File: src/rtl/bram_port_arbiter.sv
// Two-requester round-robin arbiter for one block-RAM port, with a lock that
// lets the current owner keep the port for a multi-beat line transfer.
module bram_port_arbiter #(
  parameter int DATA_WIDTH = 32,
  parameter int ADDR_WIDTH = 32
) (
  input  logic                  clock,
  input  logic                  reset_n,
  input  logic                  req0_valid,
  output logic                  req0_ready,
  input  logic                  req0_we,
  input  logic                  req0_lock,
  input  logic [ADDR_WIDTH-1:0] req0_addr,
  input  logic [DATA_WIDTH-1:0] req0_wdata,
  output logic                  rsp0_valid,
  output logic [DATA_WIDTH-1:0] rsp0_rdata,
  input  logic                  req1_valid,
  output logic                  req1_ready,
  input  logic                  req1_we,
  input  logic                  req1_lock,
  input  logic [ADDR_WIDTH-1:0] req1_addr,
  input  logic [DATA_WIDTH-1:0] req1_wdata,
  output logic                  rsp1_valid,
  output logic [DATA_WIDTH-1:0] rsp1_rdata,
  output logic                  bram_we,
  output logic [ADDR_WIDTH-1:0] bram_address,
  output logic [DATA_WIDTH-1:0] bram_data_in,
  input  logic [DATA_WIDTH-1:0] bram_data_out
);

  logic                  r_ptr;
  logic                  r_lock_valid;
  logic                  r_lock_id;
  logic                  r_pend_valid;
  logic                  r_pend_id;
  logic                  r_pend_read;
  logic [ADDR_WIDTH-1:0] r_addr_hold;
  logic [DATA_WIDTH-1:0] r_data_hold;

  logic                  w_grant_valid;
  logic                  w_grant_id;
  logic                  w_win_we;
  logic                  w_win_lock;
  logic [ADDR_WIDTH-1:0] w_win_addr;
  logic [DATA_WIDTH-1:0] w_win_wdata;

  // Grant selection; a lock owner that drops valid idles the port instead of yielding it.
  always_comb begin
    w_grant_valid = 1'b0;
    w_grant_id    = 1'b0;
    if (!reset_n) begin
      w_grant_valid = 1'b0;
      w_grant_id    = 1'b0;
    end else if (r_lock_valid) begin
      w_grant_id    = r_lock_id;
      w_grant_valid = r_lock_id ? req1_valid : req0_valid;
    end else if (req0_valid && req1_valid) begin
      w_grant_valid = 1'b1;
      w_grant_id    = r_ptr;
    end else if (req0_valid) begin
      w_grant_valid = 1'b1;
      w_grant_id    = 1'b0;
    end else if (req1_valid) begin
      w_grant_valid = 1'b1;
      w_grant_id    = 1'b1;
    end else begin
      w_grant_valid = 1'b0;
      w_grant_id    = 1'b0;
    end
  end

  // Winner request fields.
  always_comb begin
    if (w_grant_id) begin
      w_win_we    = req1_we;
      w_win_lock  = req1_lock;
      w_win_addr  = req1_addr;
      w_win_wdata = req1_wdata;
    end else begin
      w_win_we    = req0_we;
      w_win_lock  = req0_lock;
      w_win_addr  = req0_addr;
      w_win_wdata = req0_wdata;
    end
  end

  assign req0_ready   = w_grant_valid & ~w_grant_id;
  assign req1_ready   = w_grant_valid &  w_grant_id;
  assign bram_we      = w_grant_valid & w_win_we;
  // Address and data hold their last value while idle so the RAM sees no glitching bus.
  assign bram_address = w_grant_valid ? w_win_addr  : r_addr_hold;
  assign bram_data_in = w_grant_valid ? w_win_wdata : r_data_hold;

  // Arbitration state: round-robin pointer, lock owner and the last driven address/data.
  always_ff @(posedge clock or negedge reset_n) begin
    if (!reset_n) begin
      r_ptr        <= 1'b0;
      r_lock_valid <= 1'b0;
      r_lock_id    <= 1'b0;
      r_addr_hold  <= {ADDR_WIDTH{1'b0}};
      r_data_hold  <= {DATA_WIDTH{1'b0}};
    end else if (w_grant_valid) begin
      r_ptr        <= ~w_grant_id;
      r_lock_valid <= w_win_lock;
      r_lock_id    <= w_grant_id;
      r_addr_hold  <= w_win_addr;
      r_data_hold  <= w_win_wdata;
    end else begin
      r_ptr        <= r_ptr;
      r_lock_valid <= r_lock_valid;
      r_lock_id    <= r_lock_id;
      r_addr_hold  <= r_addr_hold;
      r_data_hold  <= r_data_hold;
    end
  end

  // Pending-response tag, lined up with the RAM's one-cycle read latency.
  always_ff @(posedge clock or negedge reset_n) begin
    if (!reset_n) begin
      r_pend_valid <= 1'b0;
      r_pend_id    <= 1'b0;
      r_pend_read  <= 1'b0;
    end else if (w_grant_valid) begin
      r_pend_valid <= 1'b1;
      r_pend_id    <= w_grant_id;
      r_pend_read  <= ~w_win_we;
    end else begin
      r_pend_valid <= 1'b0;
      r_pend_id    <= r_pend_id;
      r_pend_read  <= r_pend_read;
    end
  end

  assign rsp0_valid = r_pend_valid & ~r_pend_id;
  assign rsp1_valid = r_pend_valid &  r_pend_id;
  // Writes are acknowledged with zero data; only reads carry RAM output.
  assign rsp0_rdata = (rsp0_valid && r_pend_read) ? bram_data_out : {DATA_WIDTH{1'b0}};
  assign rsp1_rdata = (rsp1_valid && r_pend_read) ? bram_data_out : {DATA_WIDTH{1'b0}};

endmodule

File: config.mk
export PLATFORM = sky130hd
export DESIGN_NAME = bram_port_arbiter
export DESIGN_NICKNAME = d
export VERILOG_FILES = /design/src/rtl/bram_port_arbiter.sv
export SDC_FILE = /design/constraint.sdc
export NUM_CORES = 1
export LEC_CHECK = 0
export CORE_ASPECT_RATIO = 1.4
export CORE_MARGIN = 8
export CORE_UTILIZATION = 33
export CTS_BUF_LIST = sky130_fd_sc_hd__clkbuf_8
export DETAILED_ROUTE_END_ITERATION = 10
export HOLD_SLACK_MARGIN = 0.03
export PLACE_DENSITY = 0.83
export SKIP_CTS_REPAIR_TIMING = 1
export SYNTH_ARGS = -nofsm -noshare
export SYNTH_HDL_FRONTEND = slang
export SYNTH_SLANG_ARGS = --single-unit
File: constraint.sdc
create_clock -name clock -period 2.3 [get_ports clock]
set_input_delay 0.46 -clock clock [delete_from_list [all_inputs] [get_ports clock]]
set_output_delay 0.46 -clock clock [all_outputs]
set_load 0.02 [all_outputs]
==> metrics.cfg <==
[routing]
wl_met1_microns=7040
viasPerCell=5.34
met3_length_microns=1890
wl_met2_microns=10800
drt_wl_total_microns=20300
top_layer=met4
first_pass_iters=4
first_iter_violations=190
drc_errors=0
ant_nets=0
vias=4797
wire_per_inst_microns=22.6

[floorplan]
chipHeight_microns=138
boundaryPins=301
core_sq_mm=0.0103
die_area_sq_mm=0.0142
row_count=44
start_util_pct=33.8
die_w_microns=103

[timing]
max-slew-margin-rel_pct=49.7
rsz0062_at_grt=yes
skew_ns=0.0126
finalHoldViolations=0
fin_ws_ns=-0.266
worst_pin_slew_ns=0.754
period_minus_slack_ns=2.57
finalCritPeriodShare_pct=112
maxSlewViolCount=0
fmax_mhz=390
setup_violations=65

[status]
status=finished with violations
violations=setup timing

[yosys]
synth.net_count=550
syn-cell-area_sq_mm=0.00350
synthArstFlopShare_pct=100
synth_common_cells=dfrtp_1, nand2_1, o21ai_0
synth_most_common_cell=dfrtp_1
yosys.area.top_type=dfrtp_1
synth_cell_type_count=21
ys.flop_type=dfrtp_1
yosysWarnings=0
yosysTopAreaCellShare_pct=49.4
ys_top_cells_by_area=dfrtp_1, a22oi_1, o21ai_0
avgSynthCellArea_sq_um=9.15
synthCells=382
synth_edf_count=0
ys_seq_elements=69
ys_seq_area_share_pct=49.4

[finish]
fin_util_pct=80.8
fin_area_sq_mm=0.00836
area_growth_pct=139
nFillCells=583
diodes=0
drive_above_1_share_pct=36.3
layout.nets=925

[worst_setup_path]
critPathCapture=bram_address[16]
rr_worst_depth=8
critical_path_cell_count=6
crit_required_ns=1.84
critPathArrivalTime_ns=2.11
cp_max_fo=8
cp_top_family=simple AND/OR/NAND/NOR gates
rr_startpoint=r_lock_valid
path_cells=or3b_4, and4_4, clkbuf_16, a22oi_2, nand2_2, buf_6
cp-end-kind=primary output
slowest_stage=or3b_4
crit_path_start_kind=flip-flop
crit_start=r_lock_valid
worstSetupPathType=flip-flop to primary output
cp_num_buf_inv=2
critPathMaxStageDelay_ns=0.43
r2r_slack_ns=0.27
rr_endpoint=r_data_hold[19]

[placement]
dp_hpwl_microns=13000
gp_congestion=0.862
io_buffers=300
dpl-instance-area_sq_mm=0.00697

[global_route]
grt_pass1_wl_microns=23400
grt_max_degree=60
gr-usage-all-layers_pct=21.4
grt_overflow_total=0
grt_pass1_vias=4549
antenna_found_initial=0

[clock_tree]
clkSinkCount=69
tritoncts=done
cts_max_path_buffers=2
cts_made_buffers=9
clk_pin_slew_ns=0.07
clk_latency_ns=0.33
cts-root-buf=clkbuf_8
htree_num_levels=3

[power]
power.leakage_nw=4.81
power.density_mw_per_mm2=885
ir_drop_mv=0.550

[job]
cap_violations=0

[min_path]
hold_path_class=input port to async pin

## cells in the final DEF (no fill, tap or decap), types with 2 or more instances in the layout
master / count
buf_6: 71
nand2_1: 47
buf_12: 9
dfrtp_1: 69
clkbuf_16: 7
o21ba_2: 2
a22oi_2: 64
o21ai_1: 22
buf_8: 2
dlymetal6s2s_1: 66
clkdlybuf4s50_1: 165
and3_1: 33
buf_4: 81
o21ai_0: 43
and2_1: 33
and4_4: 2
nand2_2: 20
clkbuf_8: 12
## worst min-delay path by stage
stage | depth (start not counted) | endpoint | startpoint | slack, ns
6_report | 3 | r_addr_hold[27] | reset_n | 0.21
5_1_grt | 3 | r_addr_hold[29] | reset_n | 0.20
4_1_cts | 3 | r_addr_hold[27] | reset_n | 0.17
3_5_place_dp | 2 | r_addr_hold[22] | r_addr_hold[22] | 0.48
3_3_place_gp | 2 | r_addr_hold[26] | r_addr_hold[26] | 0.47
2_1_floorplan | 0 | r_addr_hold[0] | reset_n | 0.16
## state kept, by name, summed over array words and instances (netlist names)
| signal | count |
|---|---|
| r_lock_valid | 1 |
| r_data_hold | 32 |
| r_pend_id | 1 |
| r_ptr | 1 |
| r_pend_valid | 1 |
| r_pend_read | 1 |
| r_addr_hold | 32 |
## cells by family after synthesis
kind of cell | after synthesis | share of synthesized area, %
buffers and inverters | 38 | 5.23
AOI/OAI and AO/OA | 137 | 25.4
DFF | 69 | 49.4
and+or+nand+nor | 138 | 20.0
## metal layers
layer	vias to the layer above	GRT usage, %
li1	2118	-
met1	2338	20.3
met2	297	39.8
met3	44	8.24
met4	0	8.15
met5	-	0
## layout make-up
cell class	count	area, sq um	area share (%)
well taps	138	173	2.07
multi-input cells	276	1990	23.8
flip-flops and latches	69	1730	20.7
clock buffers	12	165	1.98
repair buffers	401	4270	51.1
clock inverters	2	33.8	0.404
## stage by stage
step / total power [mW] / setup slack [ns] / std cells / hold WS [ns] / TNS (ns)
2_1_floorplan: 3.33 / 0.148 / 382 / 0.164 / 0
3_3_place_gp: 5.29 / -0.887 / 829 / 0.473 / -51.78
3_5_place_dp: 5.40 / -0.884 / 829 / 0.481 / -52.80
4_1_cts: 6.42 / -0.904 / 843 / 0.174 / -65.01
5_1_grt: 7.73 / -0.325 / 898 / 0.197 / -15.65
6_report: 7.40 / -0.266 / 898 / 0.210 / -10.88
## worst min-delay path, cell delays in order
cell and delay (ns):
buf_4 0.12, buf_4 0.13, buf_4 0.19
## where the power goes
part	internal (mW)	switching [mW]
Clock	0.575	0.438
Combinational	2.32	2.27
Sequential	1.65	0.149
No activity file was read; power rests on OpenSTA's default activity.
==> RTL change 1 (same settings) <==
The parameter `ADDR_WIDTH` goes from 32 to 48.
--- a/src/rtl/bram_port_arbiter.sv
+++ b/src/rtl/bram_port_arbiter.sv
@@ -2,7 +2,7 @@
 // lets the current owner keep the port for a multi-beat line transfer.
 module bram_port_arbiter #(
   parameter int DATA_WIDTH = 32,
-  parameter int ADDR_WIDTH = 32
+  parameter int ADDR_WIDTH = 48
 ) (
   input  logic                  clock,
   input  logic                  reset_n,
Interface: changed (resized bram_address, req0_addr and req1_addr); port bits go from 301 to 349. The function was not compared with the original's and may differ.
==> RTL change 1 against the unedited design <==
  * The run still ends with setup timing left
  * Via count grew 21%
  * Synthesized area grew 20%
  * Utilization shrank 1.1 points
  * Sequential share of layout area is 0.93 points higher
  * Highest routed layer unchanged
  * Power increased by 21%
  * Wire length is 31% higher
  * Count of clock-buffer cells in the layout is 3 lower
  * First-iteration DRC count grew 63%
  * Register-to-register slack lost 50 ps
  * Critical endpoint is now bram_address[18]
  * Fmax is 4.5% lower
  * Cell area grew 18%
  * Worst setup slack worse by 120 ps
  * Largest power group unchanged
  * Sequential cell count up 16
==> RTL change 1: results (changes against the unedited design) <==
Outcome:
- Run status: finished with violations (unchanged).
- Violated checks: setup timing (unchanged).

Layout:
- The fraction of final layout cells sized beyond drive strength 1 was 37.43% (was 36.32%).
- Largest registers: r_addr_hold (48), r_data_hold (32) (was r_addr_hold (32), r_data_hold (32)).
- The number of fillers in the final layout was 685 (was 583).
- The total number of nets in the final design came to 1090 (was 925).

Timing:
- The total negative setup slack is -23280 ps (was -10880 ps).
- The number of failing setup endpoints in the final timing report is 82 (was 65).
- The worst setup margin is -388.1 ps (was -266.2 ps).
- The transition time at the pin with the least slew margin came to 1101 ps (was 753.8 ps).

Detailed routing:
- The mean routed wirelength per cell came to 25.36 µm (was 22.62 µm).
- The detailed-routing iteration count for the pre-antenna-repair pass is 5 (was 4).
- The detail-routed via count per cell was 5.529 (was 5.342).
- The iteration-0 DRC count of the detailed router is 310 (was 190).

Global routing:
- The first-pass GRT wire length is 30790 µm (was 23370 µm).
- The number of global-route vias before repair is 5475 (was 4549).
- The overall global routing resource usage is 23.46% (was 21.37%).

Placement:
- The placed instance count is 957 (was 829).
- The half-perimeter wire length after detailed placement was 16570 µm (was 12990 µm).
- The weighted congestion at the end of routability-driven global placement is 0.8596 (was 0.8615).

Pwr:
- The switching power as a share of total power came to 39.56% (was 38.58%).
- The share of total power in sequential cells came to 24.7% (was 24.3%).
- The largest voltage drop on the vdd net is 0.0006099 V (was 0.0005499 V).

Logic synthesis:
- The sequential element share of the synthesized area came to 50.79% (was 49.39%).
- The number of distinct standard cells referenced by the synthesized netlist is 20 (was 21).
- The total nets after synthesis is 651 (was 550).
- Most frequent cells after synthesis: 85 x dfrtp_1, 83 x nand2_1, 81 x a22oi_1, 81 x o21ai_0 (was 69 x dfrtp_1, 67 x nand2_1, 66 x o21ai_0).
[RTL change 1: cell type report]
cell class	instances	area, µm²	area share (%)
Antenna cell	1	2.502	0.02540
Clock buffer	9	123.9	1.257
Clock inverter	7	91.34	0.9271
Multi-Input combinational cell	323	2296	23.30
Sequential cell	85	2127	21.59
Tap cell	150	187.7	1.905
Timing Repair Buffer	471	5024	50.99
[RTL change 1: worst paths after layout]
check                                start               end  slack [ps]  cells past startpoint
min in group asynchronous          reset_n             r_ptr         540                      3
max reg2reg                          r_ptr      r_lock_valid         220                      8
max                                  r_ptr  bram_address[18]        -390                      7
min reg2reg                r_addr_hold[38]   r_addr_hold[38]         520                      2
min                        r_addr_hold[38]   r_addr_hold[38]         520                      2
max in group asynchronous          reset_n    r_addr_hold[0]        1040                      3
[RTL change 1: logic make-up after synthesis]
kind of cell	count (synthesis)	share of synthesized area [%]
AND/OR/NAND/NOR	154	18.17
AO/OA/AOI/OAI	169	25.72
buffers and inverters	43	5.318
flip-flops	85	50.79
[RTL change 1: layer usage]
metal / share of wire, % / global-route usage (%) / up-vias / wire length (µm)
li1: - / - / 2505 / -
met1: 35 / 24.31 / 2807 / 9192
met2: 53 / 42.31 / 408 / 14090
met3: 8.7 / 8.414 / 63 / 2318
met4: 3.5 / 8.963 / 0 / 928
met5: 0 / 0 / - / 0
[RTL change 1: critical path, stage by stage (launching register included)]
cell	delay, ps
dfrtp_1	410
or3b_1	400
and4_4	230
buf_6	160
clkbuf_16	170
a22oi_1	220
nand2_1	120
buf_4	170
[RTL change 1: stage by stage]
stage | total power (µW) | hold WS (ps) | area [µm²]
finish | 8957 | 518.4 | 9852
global route | 9304 | 556.8 | 9852
CTS | 7742 | 506.7 | 8404
detailed placement | 6564 | 482.9 | 8189
global placement | 6435 | 478.1 | 8189
floorplan | 4037 | 164.4 | 4188
==> RTL change 2 (same settings) <==
Without the edit above. Reset style: synchronous (`reset_n`), changed in 2 clocked blocks.
--- a/src/rtl/bram_port_arbiter.sv
+++ b/src/rtl/bram_port_arbiter.sv
@@ -92,7 +92,7 @@
   assign bram_data_in = w_grant_valid ? w_win_wdata : r_data_hold;
 
   // Arbitration state: round-robin pointer, lock owner and the last driven address/data.
-  always_ff @(posedge clock or negedge reset_n) begin
+  always_ff @(posedge clock) begin
     if (!reset_n) begin
       r_ptr        <= 1'b0;
       r_lock_valid <= 1'b0;
@@ -115,7 +115,7 @@
   end
 
   // Pending-response tag, lined up with the RAM's one-cycle read latency.
-  always_ff @(posedge clock or negedge reset_n) begin
+  always_ff @(posedge clock) begin
     if (!reset_n) begin
       r_pend_valid <= 1'b0;
       r_pend_id    <= 1'b0;
Behaviour: differs if reset_n is asserted again (counterexample within 4 cycles, from zero or initial values and one cycle with reset_n low); with reset_n held inactive, the same outputs for 10 cycles.
==> RTL change 2 against the unedited design <==
  * The flow still finishes with violations (setup timing)
  * Synthesized area down 1.1%
  * Worst hold slack gained 290 ps
  * Fmax up 3.2%
  * Cell area decreased by 11%
  * Die area decreased by 0.92%
  * Sequential cell count did not move
  * Wire length fell by 6.4%
  * Worst setup slack better by 80 ps
Power is not compared: it rests on default switching activity, and its combinational part moved more than twofold at a synthesized area within 25%.
==> RTL change 2: results (changes against the unedited design) <==
Outcome:
- Run status: finished with violations (unchanged).
- Violated checks: setup timing (unchanged).

Logic synthesis:
- The sequential element share of the synthesized area was 39.94% (was 49.39%).
- Largest cells by area after synthesis: dfxtp_1 40%, a222oi_1 18%, and2_1 12% (was dfrtp_1 49%, a22oi_1 13%, o21ai_0 9.4%).
- The number of distinct standard cells referenced by the synthesized netlist is 29 (was 21).
- The total nets after synthesis was 562 (was 550).
- The mean cell area of the mapped netlist is 8.777 µm² (was 9.151 µm²).
- Most frequent cells after synthesis: 69 x dfxtp_1, 67 x inv_1, 66 x and2_1 (was 69 x dfrtp_1, 67 x nand2_1, 66 x o21ai_0).

Global routing:
- The met3 track demand over resource in global routing is 9.980% (was 8.245%).
- The number of global-route vias before repair came to 4872 (was 4549).
- The global routing usage on met2 is 43.12% (was 39.82%).
- The met1 routing resource usage after global routing was 25.41% (was 20.33%).
- The first-pass GRT wire length is 26340 µm (was 23370 µm).

Min path:
- The path category of the worst min-delay check was reg -> reg (was in -> async).

Detailed routing:
- The detailed-routing iteration count for the pre-antenna-repair pass was 10 (was 4).

Critical path:
- The worst-case register-to-register setup slack is 450 ps (was 270 ps).
- The library cell contributing the largest single delay on the critical path is a222oi_1 (was or3b_4).
- The kind of cell with the highest combined delay on the critical path is compound AO/OA/AOI/OAI gates (was simple AND/OR/NAND/NOR gates).
- The largest stage delay on the critical path is 450 ps (was 430 ps).
- The top fanout value on the critical path was 25 (was 8).

Timing:
- The number of failing setup endpoints in the final timing report is 64 (was 65).
- The worst setup margin came to -186.3 ps (was -266.2 ps).

Placement:
- The half-perimeter wire length after detailed placement is 14630 µm (was 12990 µm).
- The placed instance count came to 863 (was 829).
- The weighted congestion at the end of routability-driven global placement is 0.8611 (was 0.8615).
- The area of placed instances is 0.007113 mm² (was 0.006969 mm²).

Layout:
- The layout-stage area growth over the synthesis result was 114.7% (was 139.1%).
- The number of fillers in the final layout is 780 (was 583).
-- RTL change 2: cell type report --
type	instances	share of cell area, %
timing repair buffer	398	50.24
clock inverter	6	0.7416
sequential	69	18.73
clock buffer	10	1.854
tap	138	2.326
inverter	67	3.388
antenna	1	0.03371
multi-input combinational	222	22.69
-- RTL change 2: final timing paths --
path,end,start
hold / removal,r_addr_hold[30],r_addr_hold[30]
hold reg to reg,r_addr_hold[30],r_addr_hold[30]
setup reg to reg,r_data_hold[23],r_pend_id
setup / recovery,bram_address[5],r_pend_id
-- RTL change 2: routing by layer --
metal  part of all wire, %  wire length (µm)
met5                     0                 0
met3                    12              2317
met1                    36              6795
met4                   3.1               591
met2                    49              9309
-- RTL change 2: logic make-up (layout without fill, tap and decap cells) --
| family | after synthesis | count (layout) | share of synthesized area [%] |
|---|---|---|---|
| AND/OR/NAND/NOR | 144 | 144 | 25.87 |
| buffers and inverters | 103 | 481 | 12.63 |
| flip-flops | 69 | 69 | 39.94 |
| other | 0 | 1 | 0 |
| AO/OA/AOI/OAI | 77 | 77 | 21.27 |
| multiplexers | 1 | 1 | 0.2894 |
-- RTL change 2: where the power goes --
part           switching [µW]  leakage [µW]  internal [µW]
clock network             455      0.000105            520
logic                     717       0.00369            845
registers                39.9      0.000569           1290
-- RTL change 2: stage by stage --
stage	TNS [ps]	hold slack (ps)
finish	-6181	499.0
global route	-13280	520.2
CTS	-63990	503.0
detailed placement	-58270	484.6
global placement	-50080	481.3
floorplan	0	467.1
